[config.mk]
export PLATFORM = sky130hd
export DESIGN_NAME = edge_detect_mc
export DESIGN_NICKNAME = d
export VERILOG_FILES = /design/src/rtl/edge_detect_pkg.sv /design/src/rtl/edge_detect_chan.sv /design/src/rtl/edge_detect_mc.sv
export SDC_FILE = /design/constraint.sdc
export NUM_CORES = 1
export LEC_CHECK = 0
export ABC_CLOCK_PERIOD_IN_PS = 1000
export BUFFER_PORTS_ARGS = -buffer_cell sky130_fd_sc_hd__buf_4
export CORE_AREA = 3 3 40 42
export CTS_BUF_LIST = sky130_fd_sc_hd__clkbuf_4
export DETAILED_ROUTE_END_ITERATION = 10
export DIE_AREA = 0 0 43 45
export SLEW_MARGIN = 30
export SYNTH_ARGS = -nofsm -noshare
export SYNTH_HDL_FRONTEND = slang
export SYNTH_SLANG_ARGS = --single-unit
[constraint.sdc]
create_clock -name clk -period 1 [get_ports clk]
set_clock_uncertainty 0.2 [all_clocks]
set_input_delay 0.05 -clock clk [delete_from_list [all_inputs] [get_ports clk]]
set_output_delay 0.05 -clock clk [all_outputs]
set_load 0.005 [all_outputs]
[src/rtl/edge_detect_pkg.sv]
// Shared types and constants for the multi-channel edge detector.
package edge_detect_pkg;

  // Per-channel edge qualification mode, two bits per channel on edge_mode.
  typedef enum logic [1:0] {
    EDGE_NONE = 2'b00,
    EDGE_RISE = 2'b01,
    EDGE_FALL = 2'b10,
    EDGE_BOTH = 2'b11
  } edge_mode_t;

  // Bit positions inside one channel's two-bit mode field.
  localparam int MODE_RISE_BIT = 0;
  localparam int MODE_FALL_BIT = 1;

endpackage

[src/rtl/edge_detect_chan.sv]
// One channel of the edge detector: synchroniser, stability filter,
// edge qualification, registered pulse, sticky flag.
// Optional saturating edge counter when EDGE_DETECT_CNT_EN is defined.
module edge_detect_chan
  import edge_detect_pkg::*;
#(
  parameter int   SYNC_STAGES = 2,
  parameter int   FILT_CYC    = 1,
  parameter logic RST_LEVEL   = 1'b1
`ifdef EDGE_DETECT_CNT_EN
  ,parameter int  CNT_W       = 8
`endif
) (
  input  logic       clk,
  input  logic       n_rst,
  input  logic       i_d,
  input  logic [1:0] i_mode,
  input  logic       i_clr,
  output logic       o_level,
  output logic       o_edge,
  output logic       o_flag
`ifdef EDGE_DETECT_CNT_EN
  ,output logic [CNT_W-1:0] o_cnt
`endif
);

  localparam int CW = $clog2(FILT_CYC + 1);
  localparam logic [CW-1:0] FILT_LAST = CW'(FILT_CYC - 1);

  logic [SYNC_STAGES-1:0] r_sync;
  logic [CW-1:0]          r_cnt;
  logic                   r_level;
  logic                   r_edge;
  logic                   r_flag;

  logic w_sync_out;
  logic w_differ;
  logic w_update;
  logic w_set;

  assign w_sync_out = r_sync[SYNC_STAGES-1];
  assign w_differ   = (w_sync_out != r_level);
  // The level changes only when the disagreement has lasted FILT_CYC samples.
  assign w_update   = w_differ && (r_cnt == FILT_LAST);
  // New level 1 means a rise, new level 0 means a fall.
  assign w_set      = w_update &&
                      (( w_sync_out && i_mode[MODE_RISE_BIT]) ||
                       (!w_sync_out && i_mode[MODE_FALL_BIT]));

  // Synchroniser shift chain, stage 0 takes the raw line.
  always_ff @(posedge clk or negedge n_rst) begin
    if (!n_rst) r_sync <= {SYNC_STAGES{RST_LEVEL}};
    else        r_sync <= {r_sync[SYNC_STAGES-2:0], i_d};
  end

  // Stability filter: any agreeing sample restarts the count.
  always_ff @(posedge clk or negedge n_rst) begin
    if (!n_rst) begin
      r_level <= RST_LEVEL;
      r_cnt   <= '0;
    end else if (!w_differ) begin
      r_cnt   <= '0;
    end else if (r_cnt == FILT_LAST) begin
      r_level <= w_sync_out;
      r_cnt   <= '0;
    end else begin
      r_cnt   <= r_cnt + CW'(1);
    end
  end

  // Edge pulse registered alongside the level update; sticky flag where set beats clear.
  always_ff @(posedge clk or negedge n_rst) begin
    if (!n_rst) begin
      r_edge <= 1'b0;
      r_flag <= 1'b0;
    end else begin
      r_edge <= w_set;
      if (w_set)      r_flag <= 1'b1;
      else if (i_clr) r_flag <= 1'b0;
    end
  end

  assign o_level = r_level;
  assign o_edge  = r_edge;
  assign o_flag  = r_flag;

`ifdef EDGE_DETECT_CNT_EN
  localparam logic [CNT_W-1:0] CNT_MAX = {CNT_W{1'b1}};
  logic [CNT_W-1:0] r_ecnt;

  // Saturating edge counter; a clear coinciding with an edge leaves it at 1.
  always_ff @(posedge clk or negedge n_rst) begin
    if (!n_rst) begin
      r_ecnt <= '0;
    end else if (i_clr) begin
      r_ecnt <= w_set ? CNT_W'(1) : '0;
    end else if (w_set && (r_ecnt != CNT_MAX)) begin
      r_ecnt <= r_ecnt + CNT_W'(1);
    end
  end

  assign o_cnt = r_ecnt;
`endif

endmodule

[src/rtl/edge_detect_mc.sv]
// Multi-channel edge detector: NUM_CH independent copies of edge_detect_chan.
// Optional per-channel edge counters on edge_cnt when EDGE_DETECT_CNT_EN is defined.
module edge_detect_mc
  import edge_detect_pkg::*;
#(
  parameter int   NUM_CH      = 2,
  parameter int   SYNC_STAGES = 2,
  parameter int   FILT_CYC    = 1,
  parameter logic RST_LEVEL   = 1'b1,
  parameter int   CNT_W       = 8
) (
  input  logic                  clk,
  input  logic                  n_rst,
  input  logic [NUM_CH-1:0]     d_in,
  input  logic [2*NUM_CH-1:0]   edge_mode,
  input  logic [NUM_CH-1:0]     flag_clr,
  output logic [NUM_CH-1:0]     d_level,
  output logic [NUM_CH-1:0]     d_edge,
  output logic [NUM_CH-1:0]     edge_flag
`ifdef EDGE_DETECT_CNT_EN
  ,output logic [CNT_W*NUM_CH-1:0] edge_cnt
`endif
);

  for (genvar g = 0; g < NUM_CH; g++) begin : g_ch
    edge_detect_chan #(
      .SYNC_STAGES (SYNC_STAGES),
      .FILT_CYC    (FILT_CYC),
      .RST_LEVEL   (RST_LEVEL)
`ifdef EDGE_DETECT_CNT_EN
      ,.CNT_W      (CNT_W)
`endif
    ) u_chan (
      .clk     (clk),
      .n_rst   (n_rst),
      .i_d     (d_in[g]),
      .i_mode  (edge_mode[2*g +: 2]),
      .i_clr   (flag_clr[g]),
      .o_level (d_level[g]),
      .o_edge  (d_edge[g]),
      .o_flag  (edge_flag[g])
`ifdef EDGE_DETECT_CNT_EN
      ,.o_cnt  (edge_cnt[g*CNT_W +: CNT_W])
`endif
    );
  end

`ifndef EDGE_DETECT_CNT_EN
  // Without counters CNT_W has no hardware meaning; keep it referenced as a range check.
  if (CNT_W < 1) begin : g_cnt_w_unused
  end
`endif

endmodule

== After elaboration in Yosys (flattened, before gate mapping) ==
Cells that the tools add are included.
Word-level totals
  register bits after elaboration: 12
  latch bits: 0
  memory bits (writable): 0
  bits in read-only memories: 0
  bits of input ports: 10
  output and inout port bits: 6
  memories kept: 0
Cells by class
  $add $sub $neg: 2
  multiply operators: 0
  div/mod/pow operators: 0
  order comparisons: 0
  equality and inequality tests: 2
  shift operators: 0
  multiplexer cells: 8
  bitwise gates (word level): 2
  reductions and logical operators: 16
Operators with widths (number)
  1-bit logical AND: 8
  1-bit 2-to-1 mux: 8
  2-bit AND reduction: 2
  2-bit nonzero test: 2
  1-bit adder, second input constant: 2
  1-bit logical NOT: 2
  1-bit logical OR: 2
  1-bit != test: 2
  1-bit inverter: 2

== Depth between registers and ports, before layout ==
  depth after elaboration: 5
  mapped depth: 2
  mapped depth without buffers: 2

== By module ==
From an unflattened synthesis, not the netlist that was laid out.
Second synthesis, totals
  cells, all modules: 22
  area total of the unflattened synthesis: 322.8 um2
Modules (own cells, without submodules)
  edge_detect_chan: times used 2, cells each 11, area each 161.4 um2, sequential area each 128.9 um2

== Worst setup path after synthesis ==
No wires, ideal clock.
  path type: reg-to-reg
  start: register g_ch[1].u_chan.r_sync[1]
  end: register g_ch[1].u_chan.r_flag
  data arrival time: 0.707 ns
  required time: 0.663 ns
  slack: -0.045 ns
  cell stages (with the launch flop): 3
  clock period less this slack: 1.045 ns
  cells stage by stage: dfstp_2 > nand3b_1 > o221ai_1
On the way
  word-level cells in the longest chain between the ends: 5
  elaborated cells on any way between the ends: 9
  those cells by class: eq/ne: 1; mux: 1; reduce/logical: 7
Ends and longest elaborated chain
  start, declared: RTL line edge_detect_chan.sv:30  | logic [SYNC_STAGES-1:0] r_sync;
  start signal, assigned: RTL line edge_detect_chan.sv:52  | if (!n_rst) r_sync <= {SYNC_STAGES{RST_LEVEL}};
  start signal, assigned: RTL line edge_detect_chan.sv:53  | else r_sync <= {r_sync[SYNC_STAGES-2:0], i_d};
  1-bit logical NOT: RTL line edge_detect_chan.sv:48  | (!w_sync_out && i_mode[MODE_FALL_BIT]));
  1-bit logical AND: RTL line edge_detect_chan.sv:48
  1-bit logical OR: RTL line edge_detect_chan.sv:47  | (( w_sync_out && i_mode[MODE_RISE_BIT]) ||
  1-bit logical AND *: RTL line edge_detect_chan.sv:46  | assign w_set = w_update &&
  1-bit 2-to-1 mux / 2-bit nonzero test (equally long branches)
  end signal, assigned: RTL line edge_detect_chan.sv:75  | r_flag <= 1'b0;
  end signal, assigned: RTL line edge_detect_chan.sv:78  | if (w_set) r_flag <= 1'b1;
  end signal, assigned: RTL line edge_detect_chan.sv:79  | else if (i_clr) r_flag <= 1'b0;
  end, declared: RTL line edge_detect_chan.sv:34  | logic r_flag;
Mark *: on every way between the ends. The rest lies on a longest branch, timed or not.
A chain may end at the register's enable or synchronous reset.

== Final worst setup path ==
  start: register g_ch[0].u_chan.r_level
  end: output port d_level[0]
RTL lines
  start, declared: RTL line edge_detect_chan.sv:32  | logic r_level;
  start signal, assigned: RTL line edge_detect_chan.sv:64  | r_level <= w_sync_out;
  end, declared: RTL line edge_detect_mc.sv:17  | output logic [NUM_CH-1:0] d_level,
No word-level cell between the ends.

==> impl_metrics.ini <==
[sta]
setup_viol = 7
hold_ws_ps = -43.77
period_needed_ps = 1135
max_freq_mhz = 881.0
rsz0062_at_grt = true
period_share = 1.135
tightest_slew_ps = 159.0
slew_headroom = 0.8940
slew_violations = 0
setup_tns_ps = -570.8
final-hold-violation-count = 4
timing.final.ws_setup_ps = -135.0

[logic_synthesis]
synthAdderAreaFrac = 0
synth_area_um2 = 369.1
synth.distinct_cells = 11
synthesis.nets = 38
synthCells = 28
synth_area_per_cell_um2 = 13.18
synth_xor_area_frac = 0
synth_top_family_by_area = buffers and inverters
synth_compound_gate_area_share = 0.03729
yosysWarnings = 0
ys_seq_area_frac = 0.6983
synthMuxAreaShare = 0
ys_ff_latch = 10
synth-simple-area-share = 0.1119

[worst_setup_path]
path_cells = buf_6
arrival_ps = 890
crit_family = flip-flops
cp.depth = 1
startpoint_type = register
cp_max_fo = 3
cp_slowest_cell = dfstp_2
critPathCaptureType = primary output
critPathBufInv = 1
crit_start = g_ch[0].u_chan.o_level
reg2reg_to = g_ch[1].u_chan.o_flag
reg2reg_from = g_ch[1].u_chan.o_level
reg2reg_depth = 3
cp.required_ps = 750
crit_end = d_level[0]
ff2ff_setup_slack_ps = -100
crit_type = register to primary output
critPathMaxStageDelay_ps = 540

[clock_network]
cts_buffers = 3
insertion_delay_ps = 250
cts_hold_buffers = 9
cts_num_sinks = 10
htreeDepth = 1
cts_tree = built
clockBufferDepth = 2
cts_root_buf = clkbuf_4
clkTransAtPathRegs_ps = 60

[final_layout]
layout-drive-gt1-share = 0.5306
fillers = 118
area_growth_pct = 61.02
final_net_count = 61
antennaDiodeCount = 0
final_util = 0.4625

[pwr]
vdd_drop_max_uv = 700.3
power.density_nw_per_um2 = 1410
power_leakage_nw = 0.2802

[routing]
final_antenna_net_count = 0
via_count = 263
drt-initial-drc-count = 0
wl_per_cell_um = 9.688
drc_errors = 0
drt_first_pass_iters = 1
viasPerCell = 4.109
routed_wl_um = 620

[floorplanning]
dieArea_um2 = 1935
die_x_um = 43
core_um2 = 1285
core.rowCount = 13
initial_core_util = 0.2872
die_h_um = 45
ios = 16

[global_route]
grt_first_pass_wirelength_um = 1097
grt_max_degree = 11
grt_pass1_vias = 280
antenna_found_initial = 0
track_usage = 0.07679
grt_overflow = 0

[hold_path]
min-delay-path-class = primary input to asynchronous set/reset pin

[place]
place_ws_ps = -86.56
io_buffers = 15
place.gp.congestion = 0.5441

[status]
status = finished with violations
violations = hold timing, setup timing

[job]
max_cap_viol_count = 0
==> worst min path at each step <==
stage,from,depth (start not counted),to
CTS,n_rst,2,g_ch[1].u_chan.o_edge
finish,n_rst,2,g_ch[1].u_chan.o_edge
global placement,n_rst,1,g_ch[1].u_chan.o_flag
global route,n_rst,2,g_ch[1].u_chan.o_edge
detailed placement,n_rst,1,g_ch[1].u_chan.o_edge
floorplan,n_rst,0,g_ch[0].u_chan.o_edge
==> cell type report <==
cell class,instances,area [um2],share of cell area
sequential,10,257.7,0.4337
timing repair buffer,26,236.5,0.3979
multi-input combinational,9,55.05,0.09263
clock buffer,3,22.52,0.03789
tap,15,18.77,0.03158
inverter,1,3.754,0.006316
==> routing by layer <==
metal / global-route usage / part of all wire / vias up
li1: - / - / 128
met5: 0 / 0 / -
met4: 0.05422 / 0 / 0
met2: 0.1437 / 0.59 / 8
met3: 0.01594 / 0.066 / 0
met1: 0.07519 / 0.34 / 127
==> synthesized netlist by cell type (all sizes together) <==
cell,instances,area (um2)
dfstp,6,157.7
buf,6,45.04
o21ai,1,5.000
o221ai,1,8.760
dfrtp,4,100.1
nand3b,3,22.52
nand2,2,7.510
nand2b,1,6.260
inv,1,3.750
nand3,1,5.000
clkbuf,2,7.510
==> cell usage in the layout (no fill, tap or decap) <==
cell type,count
nand2_1,2
buf_6,5
dlygate4sd3_1,9
o221ai_1,1
inv_1,1
o21ai_1,1
dfstp_2,6
nand3_1,1
dfrtp_1,4
nand3b_1,3
clkbuf_4,3
nand2b_1,1
buf_4,12
==> state kept, by name, indices dropped and copies added (netlist names) <==
signal	cells
g_ch.u_chan.r_sync	4
g_ch.u_chan.o_edge	2
g_ch.u_chan.o_flag	2
g_ch.u_chan.o_level	2
==> power breakdown <==
part / internal, mW / switching [mW]
clock network: 0.138 / 0.113
logic: 0.0935 / 0.0370
registers: 0.442 / 0.0148
total: 0.673 / 0.165
==> through the flow <==
stage / hold slack [ps] / power (mW) / instances / cell area, um2
final: -43.77 / 0.8378 / 64 / 594.3
after global routing: -36.59 / 0.8792 / 64 / 594.3
after CTS: -50.04 / 0.8511 / 64 / 590.6
after detailed placement: -314.5 / 0.5460 / 50 / 447.9
after global placement: -321.8 / 0.5409 / 50 / 447.9
after floorplan: -445.6 / 0.5049 / 28 / 369.1
==> what timing repair did <==
item / 4_1_cts / 5_1_grt
pin swaps: 2 / 0
resized for setup: 5 / 1
endpoints found under the setup margin: 9 / 9
hold endpoints to repair: 16 / 4
setup buffers: 2 / 0
==> cell families (layout without fill, tap and decap cells) <==
kind of cell | Yosys count | count (layout)
buffers and inverters | 9 | 30
flip-flops | 10 | 10
AND/OR/NAND/NOR | 7 | 7
AO/OA/AOI/OAI | 2 | 2
No activity file was read; power rests on OpenSTA's default activity.
